## src/rtl/target_bbox_tracker.sv

```systemverilog
// -----------------------------------------------------------------------------
// target_bbox_tracker
//
// Measures the bounding box of foreground (binarised) pixels over each video
// frame, commits a padded and clamped box when frame_sync closes the frame,
// and draws a ring-shaped overlay strobe around the committed box. When the
// target is lost the last box is kept on screen for a bounded number of
// frames (COAST) before the tracker falls back to ACQUIRE.
//
// Ports
//   clk_24m      in   system clock
//   rst_n        in   asynchronous active-low reset
//   pix_valid    in   hcnt/vcnt/fg qualify this cycle
//   fg           in   foreground pixel flag
//   hcnt, vcnt   in   pixel coordinates (CNT_W bits)
//   frame_sync   in   one-cycle pulse closing the current frame
//   box_on       out  overlay strobe for the pixel sampled one cycle earlier
//   bbox_valid   out  committed box is displayable (TRACK or COAST)
//   bbox_x0/x1   out  committed horizontal extent, inclusive
//   bbox_y0/y1   out  committed vertical extent, inclusive
//   pix_count    out  foreground count of the last closed frame
//   coasting     out  tracker is coasting on a stale box
// -----------------------------------------------------------------------------
module target_bbox_tracker #(
   parameter int CNT_W       = 11,
   parameter int H_MIN       = 154,
   parameter int H_MAX       = 784,
   parameter int V_MIN       = 35,
   parameter int V_MAX       = 515,
   parameter int PAD         = 4,
   parameter int BOX_T       = 3,
   parameter int MIN_PIX     = 16,
   parameter int HOLD_FRAMES = 8,
   parameter int COUNT_W     = 16
) (
   input  logic               clk_24m,
   input  logic               rst_n,
   input  logic               pix_valid,
   input  logic               fg,
   input  logic [CNT_W-1:0]   hcnt,
   input  logic [CNT_W-1:0]   vcnt,
   input  logic               frame_sync,
   output logic               box_on,
   output logic               bbox_valid,
   output logic [CNT_W-1:0]   bbox_x0,
   output logic [CNT_W-1:0]   bbox_x1,
   output logic [CNT_W-1:0]   bbox_y0,
   output logic [CNT_W-1:0]   bbox_y1,
   output logic [COUNT_W-1:0] pix_count,
   output logic               coasting
);

   // Extended width so that subtraction below zero and addition past the
   // counter range are both visible instead of wrapping.
   localparam int EW = CNT_W + 1;

   localparam logic [CNT_W-1:0]   H_MIN_C   = CNT_W'(H_MIN);
   localparam logic [CNT_W-1:0]   H_MAX_C   = CNT_W'(H_MAX);
   localparam logic [CNT_W-1:0]   V_MIN_C   = CNT_W'(V_MIN);
   localparam logic [CNT_W-1:0]   V_MAX_C   = CNT_W'(V_MAX);
   localparam logic [EW-1:0]      H_MIN_E   = EW'(H_MIN);
   localparam logic [EW-1:0]      H_MAX_E   = EW'(H_MAX);
   localparam logic [EW-1:0]      V_MIN_E   = EW'(V_MIN);
   localparam logic [EW-1:0]      V_MAX_E   = EW'(V_MAX);
   localparam logic [EW-1:0]      PAD_E     = EW'(PAD);
   localparam logic [EW-1:0]      BOX_T_E   = EW'(BOX_T);
   localparam logic [COUNT_W-1:0] MIN_PIX_C = COUNT_W'(MIN_PIX);
   localparam logic [COUNT_W-1:0] CNT_SAT   = '1;
   localparam logic [7:0]         MISS_LAST = 8'(HOLD_FRAMES - 1);

   typedef enum logic [1:0] {
      ST_ACQUIRE = 2'd0,
      ST_TRACK   = 2'd1,
      ST_COAST   = 2'd2
   } state_e;

   // ---------------------------------------------------------------------------
   // Registers
   // ---------------------------------------------------------------------------
   state_e             state_q,     state_d;
   logic [7:0]         miss_q,      miss_d;
   logic [CNT_W-1:0]   min_h_q,     min_h_d;
   logic [CNT_W-1:0]   max_h_q,     max_h_d;
   logic [CNT_W-1:0]   min_v_q,     min_v_d;
   logic [CNT_W-1:0]   max_v_q,     max_v_d;
   logic [COUNT_W-1:0] cnt_q,       cnt_d;
   logic [CNT_W-1:0]   bbox_x0_q,   bbox_x0_d;
   logic [CNT_W-1:0]   bbox_x1_q,   bbox_x1_d;
   logic [CNT_W-1:0]   bbox_y0_q,   bbox_y0_d;
   logic [CNT_W-1:0]   bbox_y1_q,   bbox_y1_d;
   logic [COUNT_W-1:0] pix_count_q, pix_count_d;
   logic               box_on_q,    box_on_d;

   // ---------------------------------------------------------------------------
   // Pixel qualification
   // ---------------------------------------------------------------------------
   logic in_win;
   logic fg_hit;

   assign in_win = pix_valid &&
                   (hcnt >= H_MIN_C) && (hcnt <= H_MAX_C) &&
                   (vcnt >= V_MIN_C) && (vcnt <= V_MAX_C);
   assign fg_hit = in_win && fg;

   // ---------------------------------------------------------------------------
   // Accumulators. A pixel arriving together with frame_sync seeds the next
   // frame rather than extending the one being closed.
   // ---------------------------------------------------------------------------
   always_comb begin
      // NOTE: every output of a combinational block gets a default first so
      // no path leaves it unassigned; otherwise a latch is inferred.
      min_h_d = min_h_q;
      max_h_d = max_h_q;
      min_v_d = min_v_q;
      max_v_d = max_v_q;
      cnt_d   = cnt_q;

      if (frame_sync) begin
         if (fg_hit) begin
            min_h_d = hcnt;
            max_h_d = hcnt;
            min_v_d = vcnt;
            max_v_d = vcnt;
            cnt_d   = COUNT_W'(1);
         end else begin
            min_h_d = '1;
            max_h_d = '0;
            min_v_d = '1;
            max_v_d = '0;
            cnt_d   = '0;
         end
      end else if (fg_hit) begin
         if (hcnt < min_h_q) min_h_d = hcnt;
         if (hcnt > max_h_q) max_h_d = hcnt;
         if (vcnt < min_v_q) min_v_d = vcnt;
         if (vcnt > max_v_q) max_v_d = vcnt;
         if (cnt_q != CNT_SAT) cnt_d = cnt_q + COUNT_W'(1);
      end
   end

   // ---------------------------------------------------------------------------
   // Padded, clamped box candidate from the current accumulators
   // ---------------------------------------------------------------------------
   logic [EW-1:0]    x0_ext, x1_ext, y0_ext, y1_ext;
   logic [CNT_W-1:0] x0_new, x1_new, y0_new, y1_new;
   logic             detect;

   assign x0_ext = {1'b0, min_h_q} - PAD_E;
   assign x1_ext = {1'b0, max_h_q} + PAD_E;
   assign y0_ext = {1'b0, min_v_q} - PAD_E;
   assign y1_ext = {1'b0, max_v_q} + PAD_E;

   // The top bit of a difference flags a borrow; that case is clamped too.
   assign x0_new = (x0_ext[CNT_W] || (x0_ext < H_MIN_E)) ? H_MIN_C : x0_ext[CNT_W-1:0];
   assign x1_new = (x1_ext > H_MAX_E)                    ? H_MAX_C : x1_ext[CNT_W-1:0];
   assign y0_new = (y0_ext[CNT_W] || (y0_ext < V_MIN_E)) ? V_MIN_C : y0_ext[CNT_W-1:0];
   assign y1_new = (y1_ext > V_MAX_E)                    ? V_MAX_C : y1_ext[CNT_W-1:0];

   assign detect = (cnt_q >= MIN_PIX_C);

   // ---------------------------------------------------------------------------
   // Tracking state machine and commit
   // ---------------------------------------------------------------------------
   always_comb begin
      state_d     = state_q;
      miss_d      = miss_q;
      bbox_x0_d   = bbox_x0_q;
      bbox_x1_d   = bbox_x1_q;
      bbox_y0_d   = bbox_y0_q;
      bbox_y1_d   = bbox_y1_q;
      pix_count_d = pix_count_q;

      if (frame_sync) begin
         pix_count_d = cnt_q;
         if (detect) begin
            state_d   = ST_TRACK;
            miss_d    = '0;
            bbox_x0_d = x0_new;
            bbox_x1_d = x1_new;
            bbox_y0_d = y0_new;
            bbox_y1_d = y1_new;
         end else if ((state_q != ST_ACQUIRE) && (miss_q < MISS_LAST)) begin
            state_d = ST_COAST;
            miss_d  = miss_q + 8'd1;
         end else begin
            // Box registers keep the stale box; only visibility drops.
            state_d = ST_ACQUIRE;
         end
      end
   end

   // ---------------------------------------------------------------------------
   // Overlay ring. Edge tests are done as h + T > x1 rather than h > x1 - T so
   // a box narrower than the ring never needs a subtraction that could borrow.
   // ---------------------------------------------------------------------------
   logic          inside_box;
   logic          near_edge;
   logic [EW-1:0] h_ext, v_ext;

   assign h_ext = {1'b0, hcnt};
   assign v_ext = {1'b0, vcnt};

   assign inside_box = (hcnt >= bbox_x0_q) && (hcnt <= bbox_x1_q) &&
                       (vcnt >= bbox_y0_q) && (vcnt <= bbox_y1_q);

   assign near_edge  = (h_ext < ({1'b0, bbox_x0_q} + BOX_T_E)) ||
                       ((h_ext + BOX_T_E) > {1'b0, bbox_x1_q}) ||
                       (v_ext < ({1'b0, bbox_y0_q} + BOX_T_E)) ||
                       ((v_ext + BOX_T_E) > {1'b0, bbox_y1_q});

   always_comb begin
      box_on_d = (state_q != ST_ACQUIRE) && pix_valid && inside_box && near_edge;
   end

   // ---------------------------------------------------------------------------
   // State registers
   // ---------------------------------------------------------------------------
   // NOTE: sequential state uses non-blocking assignments so every flop
   // samples pre-edge values regardless of statement order.
   // NOTE: the accumulators are plain flops (not a RAM) and are reset to the
   // cleared state so a reset mid-frame discards the partial frame.
   always_ff @(posedge clk_24m or negedge rst_n) begin
      if (!rst_n) begin
         state_q     <= ST_ACQUIRE;
         miss_q      <= '0;
         min_h_q     <= '1;
         max_h_q     <= '0;
         min_v_q     <= '1;
         max_v_q     <= '0;
         cnt_q       <= '0;
         bbox_x0_q   <= H_MIN_C;
         bbox_x1_q   <= H_MAX_C;
         bbox_y0_q   <= V_MIN_C;
         bbox_y1_q   <= V_MAX_C;
         pix_count_q <= '0;
         box_on_q    <= 1'b0;
      end else begin
         state_q     <= state_d;
         miss_q      <= miss_d;
         min_h_q     <= min_h_d;
         max_h_q     <= max_h_d;
         min_v_q     <= min_v_d;
         max_v_q     <= max_v_d;
         cnt_q       <= cnt_d;
         bbox_x0_q   <= bbox_x0_d;
         bbox_x1_q   <= bbox_x1_d;
         bbox_y0_q   <= bbox_y0_d;
         bbox_y1_q   <= bbox_y1_d;
         pix_count_q <= pix_count_d;
         box_on_q    <= box_on_d;
      end
   end

   // ---------------------------------------------------------------------------
   // Outputs
   // ---------------------------------------------------------------------------
   assign box_on     = box_on_q;
   assign bbox_valid = (state_q != ST_ACQUIRE);
   assign coasting   = (state_q == ST_COAST);
   assign bbox_x0    = bbox_x0_q;
   assign bbox_x1    = bbox_x1_q;
   assign bbox_y0    = bbox_y0_q;
   assign bbox_y1    = bbox_y1_q;
   assign pix_count  = pix_count_q;

endmodule

```

## config.mk

```make
export PLATFORM = sky130hd
export DESIGN_NAME = target_bbox_tracker
export DESIGN_NICKNAME = d
export VERILOG_FILES = /design/src/rtl/target_bbox_tracker.sv
export SDC_FILE = /design/constraint.sdc
export NUM_CORES = 1
export LEC_CHECK = 0
export BUFFER_PORTS_ARGS = -buffer_cell sky130_fd_sc_hd__buf_2
export CORE_ASPECT_RATIO = 1.2
export CORE_MARGIN = 2
export CORE_UTILIZATION = 40
export CTS_BUF_LIST = sky130_fd_sc_hd__clkbuf_4
export CTS_CLUSTER_DIAMETER = 100
export DETAILED_ROUTE_END_ITERATION = 10
export PLACE_DENSITY_LB_ADDON = 0.08
export SYNTH_ARGS = -nofsm -noshare
export SYNTH_HDL_FRONTEND = slang
export SYNTH_SLANG_ARGS = --single-unit
```

## constraint.sdc

```tcl
create_clock -name clk_24m -period 3 [get_ports clk_24m]
set_clock_uncertainty 0.05 [all_clocks]
set_input_delay 0.6 -clock clk_24m [delete_from_list [all_inputs] [get_ports clk_24m]]
set_output_delay 0.6 -clock clk_24m [all_outputs]
set_load 0.005 [all_outputs]
```

**After elaboration in Yosys (flattened, before gate mapping)**

Cells that the tools add are included.

- Latch bits: 0
- Input port bits: 27
- Memories: 0
- RAM bits: 0
- Flip-flop bits (word level): 131
- Memory bits (read-only): 0

- Reductions and logical operators: 32
- Shift operators: 0
- Order comparisons: 22
- Multipliers: 0
- Eq/ne operators: 2
- Divide/modulo/power cells: 0
- Muxes and demuxes: 28
- Add/subtract/negate cells: 10
- Bitwise gates (word level): 0

Operator list:

| cell | count |
|---|---|
| 2-to-1 mux 11 bit | 20 |
| adder 11 x 2 -> 12 bit (second input constant) | 4 |
| 2-to-1 mux 16 bit | 3 |
| adder 11 x 3 -> 12 bit (second input constant) | 2 |
| greater-than comparator 12 x 10 -> 1 bit (second input constant) | 2 |
| greater-than comparator 12 x 11 -> 1 bit | 2 |
| less-than comparator 11 x 12 -> 1 bit | 2 |
| subtractor 11 x 3 -> 12 bit (second input constant) | 2 |
| greater-or-equal comparator 11 bit | 2 |
| greater-than comparator 11 bit | 2 |
| <= comparator 11 x 10 -> 1 bit (second input constant) | 2 |
| <= comparator 11 bit | 2 |
| less-than comparator 11 bit | 2 |
| adder 16 x 1 -> 16 bit (second input constant) | 1 |
| greater-or-equal comparator 16 x 5 -> 1 bit (second input constant) | 1 |
| 2-to-1 mux 8 bit | 2 |
| inequality test 16 bit (second input constant) | 1 |
| nonzero test 2 bit | 8 |
| AND reduction 2 bit | 7 |
| logical AND 1 bit | 12 |
| less-than comparator 12 x 6 -> 1 bit (second input constant) | 1 |
| less-than comparator 12 x 8 -> 1 bit (second input constant) | 1 |
| greater-or-equal comparator 11 x 6 -> 1 bit (second input constant) | 1 |
| greater-or-equal comparator 11 x 8 -> 1 bit (second input constant) | 1 |
| 6 further kinds | 11 |

**Logic depth before layout (Yosys ltp)**

Gate-level depths: netlist of run 1.

- Depth in word-level cells: 8
- Depth in mapped cells: 14
- Gate-level depth less buffers: 13

**Worst setup path after synthesis of run 1**

OpenSTA, ideal clock, no wires.

- Path kind: input to register
- From: input hcnt[2]
- To: register box_on_q (netlist: box_on)
- Arrival time: 2,672 ps
- Path buffers: 1
- Slack: 159 ps
- Stages: 14
- Cell sequence: clkbuf_1 > and3_1 > nand4_1 > nor2_1 > nand2_1 > xnor2_1 > ha_1 > a21o_1 > a21oi_1 > o211ai_1 > o21ai_0 > and3_1 > nand4_1 > and3_1

- Cells in the longest elaborated chain, start to end: 6

RTL lines:

| item | line | RTL |
|---|---|---|
| start, declared | 40 | `input logic [CNT_W-1:0] hcnt,` |
| adder 11 x 2 -> 12 bit, or another cell as far along | 207 | `((h_ext + BOX_T_E) > {1'b0, bbox_x1_q}) \|\|` |
| greater-than comparator 12 x 11 -> 1 bit / logical AND 1 bit (equally long branches) | 207, 203 |  |
| logical OR 1 bit / logical AND 1 bit (equally long branches) | 206, 203 |  |
| logical OR 1 bit / logical AND 1 bit (equally long branches) | 207, 204 |  |
| logical OR 1 bit / logical AND 1 bit (equally long branches) | 208, 212 |  |
| logical AND 1 bit * | 212 | `box_on_d = (state_q != ST_ACQUIRE) && pix_valid && inside_box && near_edge;` |
| named net box_on_d | 92 | `logic box_on_q, box_on_d;` |
| end signal, assigned | 250 | `box_on_q <= box_on_d;` |
| end, declared | 92 |  |

Mark *: on every way through the listed nets, which the timed path passes. The rest lies on a longest branch.
A chain may end at the register's enable or synchronous reset.

**Final worst setup path of run 1**

- From: register bbox_x0_q[3] (netlist: bbox_x0[3])
- To: register box_on_q (netlist: box_on)

- Cells in the longest elaborated chain, start to end: 6

RTL lines:

| item | line | RTL |
|---|---|---|
| start, declared | 87 | `logic [CNT_W-1:0] bbox_x0_q, bbox_x0_d;` |
| start signal, assigned | 245 | `bbox_x0_q <= bbox_x0_d;` |
| adder 11 x 2 -> 12 bit / greater-or-equal comparator 11 bit (equally long branches) | 206, 203 |  |
| less-than comparator 11 x 12 -> 1 bit / logical AND 1 bit (equally long branches) | 206, 203 |  |
| logical OR 1 bit / logical AND 1 bit (equally long branches) | 206, 203 |  |
| logical OR 1 bit / logical AND 1 bit (equally long branches) | 207, 204 |  |
| logical OR 1 bit / logical AND 1 bit (equally long branches) | 208, 212 |  |
| logical AND 1 bit * | 212 |  |
| named net box_on_d | 92 |  |

Marks and branches as above.

==> results.toml, run 1 <==
[status]
status = "completed"

[critical_path]
timing.reg2reg.setup_slack_ns = 0.19
timing.rr.start = "bbox_x0[3]"
critical_path_arrival_ns = 3.26
crit_type = "flip-flop to flip-flop"
reg2regPathDepth = 13
rr_endpoint = "box_on"
cpPeakStageDelay_ns = 0.57
critPathCaptureType = "flip-flop"
path_cells = "nand4_1 > a211oi_2 > buf_4 > nand3_1 > xnor2_1 > ha_1 > a211o_1 > o22a_1 > a21oi_2 > a31oi_1 > o311a_1 > nand4_1 > and3_1"
crit_top_cell = "nand4_1"
crit_path_max_fanout = 3
worstSetupStartpointType = "flip-flop"
critPathRequiredTime_ns = 3.45
slowest_stage = "dfstp_2"

[route]
dr.pass1.iters = 5
drtAntennaViolNets = 0
vias_per_cell = 5.53
wirelength_um = 28100
drt_iter0_markers = 471
drc = 0
wl_per_cell_um = 18.2
vias = 8529

[global_routing]
grt_pass1_wl_um = 45300
grt_overflow = 0
grt_max_degree = 65
grt_antenna_before_repair = 1
grt_use_total = 0.223
first_global_vias = 8272

[placed_design]
dp_hpwl_um = 21600
placed_area_mm2 = 0.0110
placed_cells = 1506
pre_cts_slack_ns = -0.0518
gp_congestion = 0.864
port_buffers = 89

[cts]
cts_tree = "done"
ctsRootBufferMaster = "clkbuf_4"
numClockSinks = 131
clk_latency_ns = 0.57
numCtsBuffers = 17
clockBufferDepth = 2
htree_levels = 4
clkTransAtPathRegs_ns = 0.12

[yosys]
avgSynthCellArea_um2 = 9.15
synth_common_cells = "147 x ha_1, 102 x inv_1, 96 x dfrtp_1"
synth_edf_count = 0
ys_seq_area_frac = 0.338
yosysMostFrequentCell = "ha_1"
synth_top_area_share = 0.244
synth_cell_types = 60
synthCells = 1074
async_flop_share = 1.00
synth_area_leaders = "dfrtp_1 24%, ha_1 19%, dfstp_2 9.4%"
ys.flop_type = "dfrtp_1"
synth.largest_area_cell = "dfrtp_1"
ys_warn_count = 0
synth-seq-cells = 131
netlist_area_mm2 = 0.00983
syn_nets = 1248

[timing]
slew_headroom = 0.340
finalCritPeriodShare = 0.938
period_minus_slack_ns = 2.81
timing.final.ws_setup_ns = 0.187
hold_viol = 0
holdWs_ns = 0.287
rsz0062_at_grt = "no"
drv_slew = 0
max_slew.worst_pin.slew_ns = 0.982
max_freq_mhz = 355
setup_viol = 0

[worst_hold_path]
min_delay_path_depth = 2
min_to = "max_v_q[3]"
min_from = "vcnt[3]"
min_path_type = "primary input to flip-flop"

[cells_and_area]
final_util = 0.475
drive_above_1_share = 0.205
fillCellCount = 2384
final_cell_count_no_fill = 1543
finalInstanceArea_mm2 = 0.0114
nets = 1383
area_growth_pct = 16.1

[power]
leakagePower_nw = 5.50
ir_drop_mv = 0.300
power.density_mw_per_mm2 = 391

[floorplanning]
die_y_um = 176
rows = 62
die_area_mm2 = 0.0258
initial_core_util = 0.409
core_mm2 = 0.0240
ioPinCount = 90
die_x_um = 147

[run]
drv_cap = 0
## cell type report
cell class / instances / area, um2 / area share
clock inverter: 11 / 178 / 0.0156
timing repair buffer: 152 / 965 / 0.0845
inverter: 103 / 387 / 0.0339
clock buffer: 21 / 158 / 0.0138
antenna: 1 / 2.50 / 0.000219
tap: 320 / 400 / 0.0351
multi-input combinational: 804 / 6000 / 0.526
sequential: 131 / 3320 / 0.291
## worst max-delay path: cells and delay by family, from the launching register on
family / cells / cell delay (ns)
and+or+nand+nor: 4 / 0.47
adders and majority gates: 1 / 0.29
xor gates and xnor gates: 1 / 0.13
buffers and inverters: 1 / 0.17
DFF: 1 / 0.57
AOI/OAI and AO/OA: 6 / 1.07
## worst max-delay path by stage
| stage | start | endpoint |
|---|---|---|
| finish | bbox_x0[3] | box_on |
| global route | bbox_x0[4] | box_on |
| CTS | bbox_x0[3] | box_on |
| detailed placement | vcnt[1] | box_on |
| global placement | vcnt[6] | cnt_q[7] |
| floorplan | hcnt[2] | box_on |
## registers in the layout (all words and copies together) (netlist names), 8 cells and up
| signal | count |
|---|---|
| min_v_q | 11 |
| cnt_q | 16 |
| pix_count | 16 |
| bbox_x0 | 11 |
| max_v_q | 11 |
| bbox_y1 | 11 |
| miss_q | 8 |
| max_h_q | 11 |
| bbox_y0 | 11 |
| bbox_x1 | 11 |
| min_h_q | 11 |
## cells by family (layout without fill, tap and decap cells)
group                    count (synthesis)  after routing  synth area share
adder cells (fa/ha/maj)                147            147             0.187
AND/OR/NAND/NOR                        298            298             0.150
flip-flops                             131            131             0.338
multiplexers                            18             18            0.0202
AO/OA/AOI/OAI                          277            277             0.193
other                                    0              1                 0
buffers and inverters                  139            287            0.0549
XOR/XNOR                                64             64            0.0570
## stage by stage
step | setup TNS, ns | total power, mW
after floorplan | 0 | 2.61
after global placement | -0.00746 | 3.04
after detailed placement | -0.187 | 3.04
after CTS | 0 | 4.51
after global routing | 0 | 4.74
final | 0 | 4.46
## cells in the final DEF, fill, tap and decap left out, types with 6 or more instances in the layout
cell type and count:
a2111oi_0 7, inv_1 102, nor2_1 64, nor2b_1 14, nand2_1 73, o21ai_0 53, nor4_1 20, xor2_1 11
ha_1 147, a21oi_1 52, buf_4 59, and3_1 12, a31oi_1 11, clkbuf_4 21, nand4_1 26, a211oi_1 14
dfstp_2 35, o22a_1 20, a22o_1 21, o21a_1 7, dfrtp_1 96, o2111ai_1 7, buf_2 88, o22ai_1 13
nand3_1 30, a211o_1 6, xnor2_1 53, mux2_2 15, a21o_1 18, o31ai_1 11, o211ai_1 9, nor3_1 31
and2_1 6, or3_1 6
## report_power, final
| part | leakage, nW | total [mW] | switching (mW) | internal (mW) |
|---|---|---|---|---|
| clock | 0.171 | 1.44 | 0.733 | 0.706 |
| sequential | 1.64 | 1.97 | 0.0896 | 1.88 |
| combinational | 3.69 | 1.05 | 0.596 | 0.455 |
| total | 5.50 | 4.46 | 1.42 | 3.04 |
## layer usage
| metal | track usage | share of wire |
|---|---|---|
| met1 | 0.296 | 0.46 |
| met2 | 0.380 | 0.49 |
| met3 | 0.0335 | 0.038 |
| met4 | 0.0557 | 0.012 |
| met5 | 0 | 0 |
## repair_timing
item | 4_1_cts | 5_1_grt
hold endpoints to repair | 37 | 0
hold buffers | 1 | 0
gates resized for setup | 2 | 4
endpoints found under the setup margin | 1 | 1
buffers inserted | 0 | 3
pin swaps | 0 | 4
No activity file was read; power rests on OpenSTA's default activity.
==> inputs of run 2 (changes only) <==
CORE_UTILIZATION = 50   (was 40)
==> results.toml, run 2 (synthesized netlist as in run 1, its figures left out) <==
[status]
status = "completed"

[power]
power.density_mw_per_mm2 = 375
p_clk_frac = 0.286
ir_drop_mv = 0.205
finalPower_mw = 4.22
p_int_mw = 2.78
switching_power_mw = 1.44
power_frac_seq = 0.465
p_sw_frac = 0.341
leakagePower_nw = 5.47
p_comb_frac = 0.249

[floorplanning]
core_mm2 = 0.0194
die_y_um = 158
rows = 56
initial_core_util = 0.506
ioPinCount = 90
die_area_mm2 = 0.0208
die_x_um = 132

[global_routing]
grt_overflow = 0
grt_use_total = 0.261
grt_max_degree = 63
grt_antenna_before_repair = 1
grt_pass1_wl_um = 42800
first_global_vias = 8194

[cts]
numClockSinks = 131
htree_levels = 4
clockBufferDepth = 2
ctsRootBufferMaster = "clkbuf_4"
clkTransAtPathRegs_ns = 0.13
numCtsBuffers = 17
clk_latency_ns = 0.59
cts_setup_buffers = 0
cts_tree = "done"

[cells_and_area]
final_common_cell = "ha_1"
final_cell_count_no_fill = 1482
layout_common_cells = "147 x ha_1, 102 x inv_1, 96 x dfrtp_1"
nets = 1381
area_growth_pct = 14.4
drive_above_1_share = 0.199
fillCellCount = 1824

[placed_design]
placed_cells = 1448
port_buffers = 89
dp_hpwl_um = 20400
gp_congestion = 0.925

[critical_path]
worstSetupStartpointType = "flip-flop"
slowest_stage = "dfstp_2"
crit_path_max_fanout = 4
critical_path_arrival_ns = 3.32
critPathBufInv = 1
crit_top_cell = "ha_1"
critPathRequiredTime_ns = 3.46
critPathCaptureType = "flip-flop"
crit_type = "flip-flop to flip-flop"
cpPeakStageDelay_ns = 0.60
path_cells = "inv_1 > ha_1 > nor2_1 > nand3_1 > xnor2_1 > ha_1 > a211o_1 > o22a_1 > a21oi_1 > a31oi_1 > o311a_1 > nand4_1 > and3_1"
critPathTopFamily = "compound AO/OA/AOI/OAI gates"

[worst_hold_path]
min_path_type = "primary input to flip-flop"

[timing]
finalCritPeriodShare = 0.953
slew_headroom = 0.416
max_freq_mhz = 350
period_minus_slack_ns = 2.86
rsz0062_at_grt = "no"
drv_slew = 0
hold_viol = 0
max_slew.worst_pin.slew_ns = 0.869
setup_viol = 0

[route]
drt_iter0_markers = 571
vias_per_cell = 5.68
drc = 0
wl_per_cell_um = 17.9
dr.pass1.iters = 5
drtAntennaViolNets = 0
wirelength_um = 26500
vias = 8421

[run]
drv_cap = 0
==> run 2: path summary, 6_finish.rpt <==
kind,startpoint,endpoint,slack (ns),cells after the start
hold reg to reg,bbox_y1[0],bbox_y1[0],0.45,2
max in group asynchronous,rst_n,bbox_x0[7],1.88,3
min in group asynchronous,rst_n,bbox_y1[5],0.37,2
setup / recovery,bbox_x0[1],box_on,0.14,13
hold / removal,vcnt[3],max_v_q[3],0.25,2
setup reg to reg,bbox_x0[1],box_on,0.14,13
==> run 2: routing by layer <==
layer / wire length [um] / global-route usage / share of wire
met3: 1050 / 0.0397 / 0.039
met5: 0 / 0 / 0
met2: 12700 / 0.444 / 0.48
met1: 11900 / 0.332 / 0.45
met4: 968 / 0.114 / 0.036
==> run 2: what timing repair did <==
item | 4_1_cts | 5_1_grt
endpoints found under the setup margin | 0 | 1
gates resized for setup | 0 | 3
hold endpoints to repair | 12 | 0
hold buffers | 1 | 0
==> run 2: area by class of cell <==
type	instances	area [um2]	share of cell area
multi-input cells	804	5990	0.532
flip-flops and latches	131	3320	0.295
clock inverters	14	140	0.0125
well taps	261	327	0.0290
diodes	1	2.50	0.000222
repair buffers	150	950	0.0844
clock buffers	18	135	0.0120
inverters	103	387	0.0344
==> run 2: power groups by stage <==
stage | registers, mW | logic, mW | clock network [mW]
after floorplan | 1.98 | 0.627 | 0
after global placement | 2.00 | 1.03 | 0
after detailed placement | 2.00 | 1.05 | 0
after CTS | 1.96 | 1.05 | 1.25
after global routing | 1.98 | 1.20 | 1.33
final | 1.96 | 1.05 | 1.21
==> run 2: metrics by stage <==
stage | area [um2] | util | hold slack [ns] | setup slack, ns | TNS (ns)
6_report | 11200 | 0.580 | 0.251 | 0.141 | 0
5_1_grt | 11200 | 0.580 | 0.225 | 0.00186 | 0
4_1_cts | 11200 | 0.579 | 0.211 | 0.145 | 0
3_5_place_dp | 11000 | 0.565 | 0.410 | -0.0898 | -0.126
3_3_place_gp | 11000 | 0.565 | 0.410 | 0.0292 | 0
2_1_floorplan | 9830 | - | 0.254 | 0.159 | 0
==> inputs of run 3 (changes only) <==
ABC_AREA = 1   (was not set)
==> results.toml, run 3 <==
[timing]
max_freq_mhz = 364
rsz0062_at_grt = "no"
timing.final.ws_setup_ns = 0.254
max_slew.worst_pin.slew_ns = 0.629
finalCritPeriodShare = 0.915
hold_viol = 0
tns_ns = 0
period_minus_slack_ns = 2.75
slew_headroom = 0.580
drv_slew = 0
setup_viol = 0

[yosys]
synth_top_area_share = 0.224
synthCells = 1482
synth.largest_area_cell = "dfrtp_1"
synth-xor-area-share = 0.0539
synth_top_family_by_area = "simple AND/OR/NAND/NOR gates"
ys_warn_count = 0
syn_nets = 1656
synth_adder_area_share = 0.171
async_flop_share = 1.00
muxShareOfSynthArea = 0
synth_cell_types = 41
netlist_area_mm2 = 0.0107
ys_seq_area_frac = 0.310
avgSynthCellArea_um2 = 7.24
ys.flop_type = "dfrtp_1"
synth-compound-area-share = 0.0787
synth_common_cells = "408 x nand2_1, 201 x inv_1, 147 x ha_1"
yosysMostFrequentCell = "nand2_1"
synthSimpleGateAreaFrac = 0.301
synth_area_leaders = "dfrtp_1 22%, ha_1 17%, nand2_1 14%"
synth-seq-cells = 131
synth_edf_count = 0

[placed_design]
pre_cts_slack_ns = 0.132
placed_area_mm2 = 0.0116
gp_congestion = 0.910
port_buffers = 89
placed_cells = 1848
dp_hpwl_um = 23200

[critical_path]
crit_type = "flip-flop to flip-flop"
critical_path_arrival_ns = 3.19
worstSetupStartpointType = "flip-flop"
crit_path_max_fanout = 4
critPathCaptureType = "flip-flop"
critPathRequiredTime_ns = 3.45

[floorplanning]
die_x_um = 138
die_area_mm2 = 0.0227
ioPinCount = 90
initial_core_util = 0.510
core_mm2 = 0.0210
rows = 58
die_y_um = 164

[cells_and_area]
layout_common_cells = "408 x nand2_1, 201 x inv_1, 147 x ha_1"
finalInstanceArea_mm2 = 0.0120
final_common_cell = "nand2_1"
final_cell_count_no_fill = 1884
drive_above_1_share = 0.139
nets = 1772
fillCellCount = 2104
final-seq-area_mm2 = 0.00332
multi_input_area_mm2 = 0.00650
area_growth_pct = 11.6

[power]
finalPower_mw = 6.46
power.density_mw_per_mm2 = 540
ir_drop_mv = 0.432
leakagePower_nw = 6.38

[status]
violations = "design-rule violations"
status = "complete, but fails checks"

[route]
drt_iter0_markers = 427
drc = 1
wl_per_cell_um = 16.0
vias = 9961
wirelength_um = 30100
drtAntennaViolNets = 0
dr.pass1.iters = 11
vias_per_cell = 5.29

[global_routing]
grt_pass1_wl_um = 48000
first_global_vias = 9571
grt_overflow = 0
grt_use_total = 0.275
grt_antenna_before_repair = 2
grt_max_degree = 65

[worst_hold_path]
min_path_type = "primary input to flip-flop"

[run]
drv_cap = 0

[cts]
htree_levels = 4
clkTransAtPathRegs_ns = 0.13
numCtsBuffers = 17
cts_setup_buffers = 0
ctsRootBufferMaster = "clkbuf_4"
numClockSinks = 131
clk_latency_ns = 0.57
clockBufferDepth = 2
cts_tree = "done"
==> run 3: cell count changes after synthesis, moves of 15 or more <==
cell / change
o22a_1: -20
inv_1: +99
mux2_2: -15
nor2_1: +71
xnor2_1: -48
a22o_1: -21
nor4_1: -15
a21o_1: -17
nand3_1: +87
clkbuf_1: -19
nand2_1: +335
xor2_1: +50
==> run 3: what timing repair did <==
item                                   4_1_cts  5_1_grt
setup endpoints to repair                    0        1
hold buffers                                 1        0
endpoints found under the hold margin       41        0
resized for setup                            0        1
==> run 3: through the flow <==
stage / hold slack [ns] / util
5_1_grt: 0.269 / 0.569
2_1_floorplan: 0.254 / -
3_3_place_gp: 0.400 / 0.553
4_1_cts: 0.230 / 0.568
3_5_place_dp: 0.404 / 0.553
6_report: 0.265 / 0.569
==> run 3: path summary, 6_finish.rpt <==
| kind | start | endpoint | slack [ns] | depth (start not counted) |
|---|---|---|---|---|
| max | bbox_x0[1] | box_on | 0.25 | 13 |
| min | hcnt[0] | max_h_q[0] | 0.26 | 3 |
| max reg2reg | bbox_x0[1] | box_on | 0.25 | 13 |
| min reg2reg | pix_count[11] | pix_count[11] | 0.43 | 2 |
| max in group asynchronous | rst_n | cnt_q[8] | 1.60 | 3 |
| min in group asynchronous | rst_n | bbox_x1[7] | 0.53 | 2 |
==> run 3: layout make-up <==
| class | instances | area share |
|---|---|---|
| diodes | 3 | 0.000627 |
| repair buffers | 125 | 0.0616 |
| well taps | 270 | 0.0282 |
| clock inverters | 14 | 0.0146 |
| inverters | 202 | 0.0633 |
| clock buffers | 18 | 0.0113 |
| flip-flops and latches | 131 | 0.277 |
| multi-input cells | 1121 | 0.543 |
==> run 3: critical path: stages, from the launching register on <==
cell     delay, ns
dfstp_2       0.55
inv_1         0.10
a21oi_1       0.38
nand2_1       0.14
nor2_1        0.15
xor2_1        0.18
ha_1          0.26
a21oi_1       0.15
nor2_1        0.05
o21ai_0       0.21
nand2_1       0.20
nand3_1       0.13
nor2_1        0.04
nor2_1        0.07
==> run 3: cells by family after synthesis <==
family | count (synthesis)
simple gates | 750
buf+inv | 230
compound gates | 158
fa+ha+maj | 147
flops | 131
xor+xnor | 66
==> run 3: metal layers <==
layer	global-route usage	vias to the layer above	wire [um]
li1	-	5030	-
met4	0.109	0	1000
met1	0.332	4644	13100
met5	0	-	0
met2	0.490	220	14900
met3	0.0381	67	1190
==> run 3: where the power goes <==
part | switching (mW) | internal (mW)
clock network | 0.765 | 0.596
registers | 0.305 | 2.11
logic | 1.60 | 1.08
total | 2.67 | 3.79
